==> src/rtl/mem_bus_bridge_pkg.sv <==
// Shared types and widths for the RAM-port to Wishbone-classic bridge.
package mem_bus_bridge_pkg;

    localparam int RegBus = 32;
    localparam int SelW   = 4;
    localparam int StallW = 6;

    typedef enum logic [1:0] {
        IDLE       = 2'b00,
        BUSY       = 2'b01,
        WAIT_STALL = 2'b11
    } state_e;

endpackage

==> src/rtl/mem_bus_bridge.sv <==
// Core data port to registered Wishbone-classic master with stall request.
// Optional BUS_TIMEOUT_EN adds an 8-bit BUSY watchdog and sticky bus_err_o.
module mem_bus_bridge
    import mem_bus_bridge_pkg::*;
#(
    parameter int STALL_IDX      = 4,
    parameter int TIMEOUT_CYCLES = 255
) (
    input  logic              clk,
    input  logic              rst,
    input  logic [StallW-1:0] stall_i,
    input  logic              flush_i,
    input  logic              cpu_ce_i,
    input  logic [RegBus-1:0] cpu_addr_i,
    input  logic              cpu_we_i,
    input  logic [SelW-1:0]   cpu_sel_i,
    input  logic [RegBus-1:0] cpu_data_i,
    output logic [RegBus-1:0] cpu_data_o,
    output logic              stallreq_o,
    output logic [RegBus-1:0] wb_adr_o,
    output logic [RegBus-1:0] wb_dat_o,
    output logic [SelW-1:0]   wb_sel_o,
    output logic              wb_we_o,
    output logic              wb_cyc_o,
    output logic              wb_stb_o,
`ifdef BUS_TIMEOUT_EN
    output logic              bus_err_o,
`endif
    input  logic [RegBus-1:0] wb_dat_i,
    input  logic              wb_ack_i
);

    state_e            state_q;
    logic [RegBus-1:0] adr_q;
    logic [RegBus-1:0] dat_q;
    logic [RegBus-1:0] rd_buf_q;
    logic [SelW-1:0]   sel_q;
    logic              we_q;
    logic              cyc_q;
    logic              stb_q;
    logic              stall_own;
    logic              tmo_hit;
    logic              unused_stall;

    assign stall_own    = stall_i[STALL_IDX];
    assign unused_stall = ^stall_i;

`ifdef BUS_TIMEOUT_EN
    localparam logic [7:0] TmoLast = 8'(TIMEOUT_CYCLES - 1);
    logic [7:0] cnt_q;
    logic       err_q;

    assign tmo_hit   = (state_q == BUSY) && (cnt_q == TmoLast);
    assign bus_err_o = err_q;
`else
    localparam int unused_tmo = TIMEOUT_CYCLES;
    assign tmo_hit = 1'b0;
`endif

    always_ff @(posedge clk or posedge rst) begin
        if (rst) begin
            state_q  <= IDLE;
            adr_q    <= '0;
            dat_q    <= '0;
            rd_buf_q <= '0;
            sel_q    <= '0;
            we_q     <= 1'b0;
            cyc_q    <= 1'b0;
            stb_q    <= 1'b0;
`ifdef BUS_TIMEOUT_EN
            cnt_q    <= '0;
            err_q    <= 1'b0;
`endif
        end else begin
            unique case (state_q)
                IDLE: begin
                    if (cpu_ce_i && !flush_i) begin
                        adr_q   <= cpu_addr_i;
                        dat_q   <= cpu_data_i;
                        sel_q   <= cpu_sel_i;
                        we_q    <= cpu_we_i;
                        cyc_q   <= 1'b1;
                        stb_q   <= 1'b1;
                        state_q <= BUSY;
`ifdef BUS_TIMEOUT_EN
                        cnt_q   <= '0;
`endif
                    end
                end
                BUSY: begin
                    if (flush_i) begin
                        cyc_q   <= 1'b0;
                        stb_q   <= 1'b0;
                        state_q <= IDLE;
                    end else if (wb_ack_i) begin
                        cyc_q    <= 1'b0;
                        stb_q    <= 1'b0;
                        we_q     <= 1'b0;
                        sel_q    <= '0;
                        rd_buf_q <= wb_dat_i;
                        state_q  <= stall_own ? WAIT_STALL : IDLE;
                    end
`ifdef BUS_TIMEOUT_EN
                    else if (tmo_hit) begin
                        cyc_q   <= 1'b0;
                        stb_q   <= 1'b0;
                        err_q   <= 1'b1;
                        state_q <= IDLE;
                    end else begin
                        cnt_q <= cnt_q + 8'd1;
                    end
`endif
                end
                WAIT_STALL: begin
                    // Hold off re-issue until the owning stage is released.
                    if (!stall_own || flush_i) state_q <= IDLE;
                end
                default: state_q <= IDLE;
            endcase
        end
    end

    always_comb begin
        stallreq_o = 1'b0;
        cpu_data_o = '0;
        unique case (state_q)
            IDLE: stallreq_o = cpu_ce_i & ~flush_i;
            BUSY: begin
                if (!flush_i) begin
                    if (wb_ack_i) cpu_data_o = wb_dat_i;
                    else          stallreq_o = ~tmo_hit;
                end
            end
            WAIT_STALL: cpu_data_o = rd_buf_q;
            default: ;
        endcase
    end

    assign wb_adr_o = adr_q;
    assign wb_dat_o = dat_q;
    assign wb_sel_o = sel_q;
    assign wb_we_o  = we_q;
    assign wb_cyc_o = cyc_q;
    assign wb_stb_o = stb_q;

endmodule

==> config.mk <==
export PLATFORM = sky130hd
export DESIGN_NAME = mem_bus_bridge
export DESIGN_NICKNAME = d
export VERILOG_FILES = /design/src/rtl/mem_bus_bridge_pkg.sv /design/src/rtl/mem_bus_bridge.sv
export SDC_FILE = /design/constraint.sdc
export NUM_CORES = 1
export LEC_CHECK = 0
export ABC_CLOCK_PERIOD_IN_PS = 5800
export CORE_ASPECT_RATIO = 1.25
export CORE_MARGIN = 1
export CORE_UTILIZATION = 44
export CTS_CLUSTER_SIZE = 10
export DETAILED_ROUTE_END_ITERATION = 7
export GPL_ROUTABILITY_DRIVEN = 0
export GPL_TIMING_DRIVEN = 0
export HOLD_SLACK_MARGIN = 0.12
export PLACE_DENSITY = 0.87
export SLEW_MARGIN = 40
export SYNTH_ARGS = -nofsm -noshare
export SYNTH_HDL_FRONTEND = slang
export SYNTH_SLANG_ARGS = --single-unit
==> constraint.sdc <==
create_clock -name clk -period 5.8 [get_ports clk]
set_input_delay 0.87 -clock clk [delete_from_list [all_inputs] [get_ports clk]]
set_output_delay 0.87 -clock clk [all_outputs]
set_load 0.005 [all_outputs]
[After elaboration in Yosys (flattened, before gate mapping)]
Index checks and enable logic that the tools add are counted.
Word-level totals
  bits in read-only memories: 0
  memories kept: 0
  logic and storage cells: 50
  flip-flop bits (word level): 104
  memory bits (writable): 0
  output and inout port bits: 104
  bits of input ports: 112
  latch bits: 0
Operators by class
  divide/modulo/power cells: 0
  bitwise operators: 2
  multiplexer cells: 23
  $mul: 0
  equality and inequality tests: 7
  shift-type cells: 0
  magnitude comparators: 0
  reduce and logical (&&, ||, !) cells: 11
  add/subtract/negate cells: 0
Operator list (count)
  2-to-1 mux 32 bit: 2
  case mux 32 bit (2 select lines): 1
  2-to-1 mux 4 bit: 3
  2-to-1 mux 2 bit: 5
  AND reduction 3 bit: 3
  inequality test 2 bit (second input constant): 4
  case mux 4 bit (2 select lines): 1
  2-to-1 mux 1 bit: 7
  case mux 1 bit (2 select lines): 3
  case mux 2 bit (3 select lines): 1
  AND reduction 4 bit: 1
  inequality test 3 bit (second input constant): 1
  equality test 2 x 1 -> 1 bit (second input constant): 1
  equality test 2 bit (second input constant): 1
  logical NOT 1 bit: 2
  logical NOT 2 bit: 1
  AND reduction 2 bit: 1
  nonzero test 2 bit: 1
  bitwise AND 1 bit: 1
  logical AND 1 bit: 1
  logical OR 1 bit: 1
  NOT 1 bit: 1

[Longest topological paths before layout]
  depth after elaboration: 4
  gate-level depth with buffers: 6
  mapped depth without buffers: 3

[Worst setup path after synthesis]
No wires, ideal clock.
  path kind: input -> output
  start point: in flush_i
  end point: out cpu_data_o[0]
  cell stages on the path: 6
  arrival: 1829 ps
  buffers on the path: 3
  setup slack: 3101 ps
  cells stage by stage: buf_6 -> nor4bb_1 -> buf_2 -> buf_4 -> nand2_1 -> a21boi_0
Between the ends
  word-level cells in the longest chain between the ends: 2
RTL lines
  start, declared: RTL line mem_bus_bridge.sv:12  | input logic flush_i,
  2-to-1 mux 32 bit: RTL line mem_bus_bridge.sv:129  | if (!flush_i) begin
  case mux 32 bit (2 select lines): RTL line mem_bus_bridge.sv:126  | unique case (state_q)
  end, declared: RTL line mem_bus_bridge.sv:18  | output logic [RegBus-1:0] cpu_data_o,
Every way passes these cells.

[Final worst setup path]
  start point: in wb_ack_i
  end point: out cpu_data_o[18]
Between the ends
  word-level cells in the longest chain between the ends: 3
RTL lines
  start, declared: RTL line mem_bus_bridge.sv:30  | input logic wb_ack_i
  2-to-1 mux 32 bit: RTL line mem_bus_bridge.sv:130  | if (wb_ack_i) cpu_data_o = wb_dat_i;
  2-to-1 mux 32 bit: RTL line mem_bus_bridge.sv:129
  case mux 32 bit (2 select lines): RTL line mem_bus_bridge.sv:126
Every way passes these cells.

==> Flow_metrics.wiki <==
{| class="wikitable"
! Metric !! Value
|-
| Result of the run || finished, final reports clean
|-
| Number of gates given a new drive strength after cts || 0
|-
| Total number of H-tree levels || 3
|-
| Ratio of cells with drive above 1 in the final layout || between 10% and 20%
|-
| Bufs and invs on worst path || 4
|-
| Worst hold endpoint || rd_buf_q[4]
|-
| Worst hold slack || 0.477 ns
|-
| Largest buffer count on any clock path || 2
|-
| Cell family with the largest share of critical-path delay || buffers and inverters
|-
| Number of global-route vias before repair || 3,811
|-
| Mean cell area of the mapped netlist || 11.7 µm²
|-
| Sequential cell area || 0.00260 mm²
|-
| Register-to-Register Setup Slack || 4.02 ns
|-
| CTS root buffer || clkbuf_16
|-
| Sum of internal, switching and leakage power || ~2.2 mW
|-
| Number of buffers created by CTS || 9
|-
| Number of hold violations in the final report || 0
|-
| Relative max-transition margin || between 50% and 60%
|-
| Number of detailed-route iterations in the first pass || 4
|-
| Maximum ir drop on the vdd rail || 197 µV
|-
| Min-Delay Path Depth || 2
|-
| Critical path endpoint category || output port
|-
| Net Count, Synth || roughly 490
|-
| Fill cell count || 677
|-
| R2R Path End || wb_adr_o[1]
|-
| CP Data Arrival Time || 3.06 ns
|-
| RSZ-0062 raised after global routing || no
|-
| Die H || 114 µm
|-
| Final #Nets || just over 700
|-
| Io pins || 216
|-
| Std cell rows || 40
|-
| Critical path peak fanout || 10
|-
| Post-Layout Cell Count || 727
|-
| Number of nets still failing antenna checks after routing || 0
|-
| Total clock sinks || 104
|-
| Placed Cells incl. Taps || 711
|-
| Min-delay worst type || reg2reg
|-
| CP max stage cell || clkdlybuf4s50_1
|-
| Residual overflow from global routing || 0
|-
| Yosys warns || 0
|-
| GRT Overall Usage || between 20% and 30%
|-
| Core Box Area || 0.00966 mm²
|-
| Post-route minimum period || slightly below 4 ns
|-
| Seq cells post-synth || 104
|-
| Highest Clock Rate || 254 MHz
|-
| Library cells used by synthesis || 23
|-
| Cell count after synthesis || 375
|-
| Delay of the slowest cell on the worst path || between 0.5 and 0.6 ns
|-
| Count of routing violations after the opening detailed-route iteration || between 100 and 150
|-
| Setup WS pre-CTS || ~1.9 ns
|-
| Launching element of the worst setup path || wb_ack_i
|-
| Smallest setup slack after layout || 1.87 ns
|-
| Clock tree skew after final layout || 0.00653 ns
|-
| Post-CTS Hold Fix Bufs || 0
|-
| Total of buffers placed on input and output ports || between 200 and 250
|-
| Routed metal-1 wirelength || between 4 and 5 mm
|-
| Length in cells of the worst reg-to-reg path || 3
|-
| Launch instance of the worst register-to-register path || state_q[0]
|-
| Die Outline Area || between 0.01 and 0.015 mm²
|-
| Top routing layer in use || met4
|-
| Initial antenna violation count || 0
|-
| Pwr dens || 312 mW/mm²
|-
| Met3 wire length || 772 µm
|-
| Vias per cell || about 5
|-
| Detailed-routed wire length on met2 || slightly below 6 mm
|-
| Portion of the post-synthesis area used by sequential elements || 59.3%
|-
| Number of antenna repair diodes || 0
|-
| Reg clk slew, reported paths || 0.06 ns
|-
| Clock tree from TritonCTS || done
|-
| Vias || 3,627
|-
| Final setup violation count || 0
|-
| Worst endpoint required time || about 4.9 ns
|-
| Wire length after detailed routing || 11.3 mm
|-
| Transition at the pin with the smallest max-transition slack || 0.675 ns
|-
| Cell area after layout || between 0.006 and 0.007 mm²
|-
| Cell Area, Synth || 0.00439 mm²
|-
| Number of setup buffers added after CTS || 0
|-
| Leak Pwr || between 2 and 3 nW
|-
| Largest net degree at the start of global routing || 60
|-
| Final Max Slew Viols || 0
|-
| Avg WL per Cell || 15.6 µm
|-
| Cell Chain, Critical Path || clkdlybuf4s50_1, nor4bb_1, buf_2, buf_4, nand2_1, a21boi_0, clkdlybuf4s50_1
|-
| Post-synthesis to final-layout area growth || 59.1%
|-
| Footprint of the multi-input gates || 0.00160 mm²
|-
| Estimated wirelength of the detail-placed design || between 8 and 9 mm
|-
| Setup TNS Final || 0 ns
|-
| Post-route clock period utilization || 67.8%
|-
| Hold path startpoint || rd_buf_q[4]
|-
| Finished Core Util || 72.2%
|-
| Post-detailed-route DRC marker count || 0
|-
| Wire length of the first global-routing pass || between 15 and 20 mm
|-
| Clock latency on the worst-skew pair || 0.34 ns
|-
| Initial Util || 45.4%
|-
| Type of the worst setup path || in2out
|-
| CP Launch Type || input pin
|-
| Die W || 91.3 µm
|-
| Number of maximum-capacitance constraint violations || 0
|-
| Post-DP Area || 0.00667 mm²
|-
| Critical Path Most Common Cell || clkdlybuf4s50_1
|}
[cells by family after synthesis]
kind of cell / share of synthesized area (%)
flip-flops: 59.3
AND/OR/NAND/NOR: 12.9
buffers and inverters: 4.14
multiplexers: 16.7
AO/OA/AOI/OAI: 6.99
[sequential cells by signal, indices dropped and copies added, names as in the netlist]
signal	cells
rd_buf_q	32
state_q	2
wb_adr_o	32
wb_cyc_o	1
wb_dat_o	32
wb_sel_o	4
wb_we_o	1
[cells in the final DEF, fill, tap and decap left out, types with 2 or more instances in the layout]
cell and n:
clkdlybuf4s50_1 209, nand2_1 128, dfrtp_1 104, mux2_2 63, a21boi_0 26, clkbuf_1 12, clkbuf_16 9, buf_6 8
a21boi_1 6, buf_4 5, a22o_1 5, nor2_1 4, o21ai_0 2, clkbuf_8 2
[worst min-delay path, stage by stage, from the launching register on]
cell and delay [ns]:
dfrtp_1 0.34, nand2_1 0.05, nand2_1 0.06
[final cells by class]
| cell class | instances | area share, % |
|---|---|---|
| buffer | 25 | 2.49 |
| timing repair buffer | 210 | 30.4 |
| tap | 126 | 2.26 |
| sequential | 104 | 37.3 |
| inverter | 2 | 0.215 |
| multi-input combinational | 244 | 23.0 |
| clock inverter | 4 | 0.735 |
| clock buffer | 12 | 3.68 |
[power breakdown]
group / leakage, nW / switching [mW] / internal (mW) / total, mW
clock network: 0.149 / 0.255 / 0.359 / 0.614
registers: 1.26 / 0.0905 / 0.896 / 0.986
logic: 1.54 / 0.187 / 0.387 / 0.574
total: 2.95 / 0.533 / 1.64 / 2.17
[routing by layer]
| layer | vias to the layer above | GRT usage (%) |
|---|---|---|
| li1 | 1688 | - |
| met1 | 1756 | 25.7 |
| met2 | 158 | 41.5 |
| met3 | 25 | 5.73 |
| met4 | 0 | 10.6 |
| met5 | - | 0 |
[Yosys cell counts]
| library cell | number | area [µm²] |
|---|---|---|
| mux2_1 | 1 | 11.3 |
| nor2_4 | 1 | 11.3 |
| clkbuf_1 | 11 | 41.3 |
| nor4b_4 | 1 | 23.8 |
| nand4bb_1 | 1 | 11.3 |
| nor2_1 | 4 | 15.0 |
| a22o_1 | 5 | 43.8 |
| nand2_1 | 128 | 480 |
| inv_1 | 2 | 7.51 |
| a21boi_0 | 26 | 195 |
| dfrtp_1 | 104 | 2600 |
| buf_4 | 5 | 37.5 |
| a21boi_1 | 6 | 45.0 |
| o21ai_0 | 2 | 10.0 |
| nor4bb_1 | 1 | 10.0 |
| mux2_2 | 63 | 709 |
| nor3_1 | 1 | 5.00 |
| a21oi_1 | 1 | 5.00 |
| nand3b_1 | 1 | 7.51 |
| o31ai_1 | 1 | 7.51 |
| mux2i_1 | 1 | 10.0 |
| buf_2 | 1 | 5.00 |
| buf_6 | 8 | 90.1 |
[how the worst max path moves through the flow]
stage | end | slack [ns] | cells past startpoint
detailed placement | cpu_data_o[15] | 1.88 | 7
global route | cpu_data_o[15] | 1.65 | 7
CTS | cpu_data_o[15] | 1.87 | 7
finish | cpu_data_o[18] | 1.87 | 7
global placement | wb_adr_o[5] | 0.82 | 2
floorplan | rd_buf_q[0] | 2.20 | 1
No activity file was read; power rests on OpenSTA's default activity.
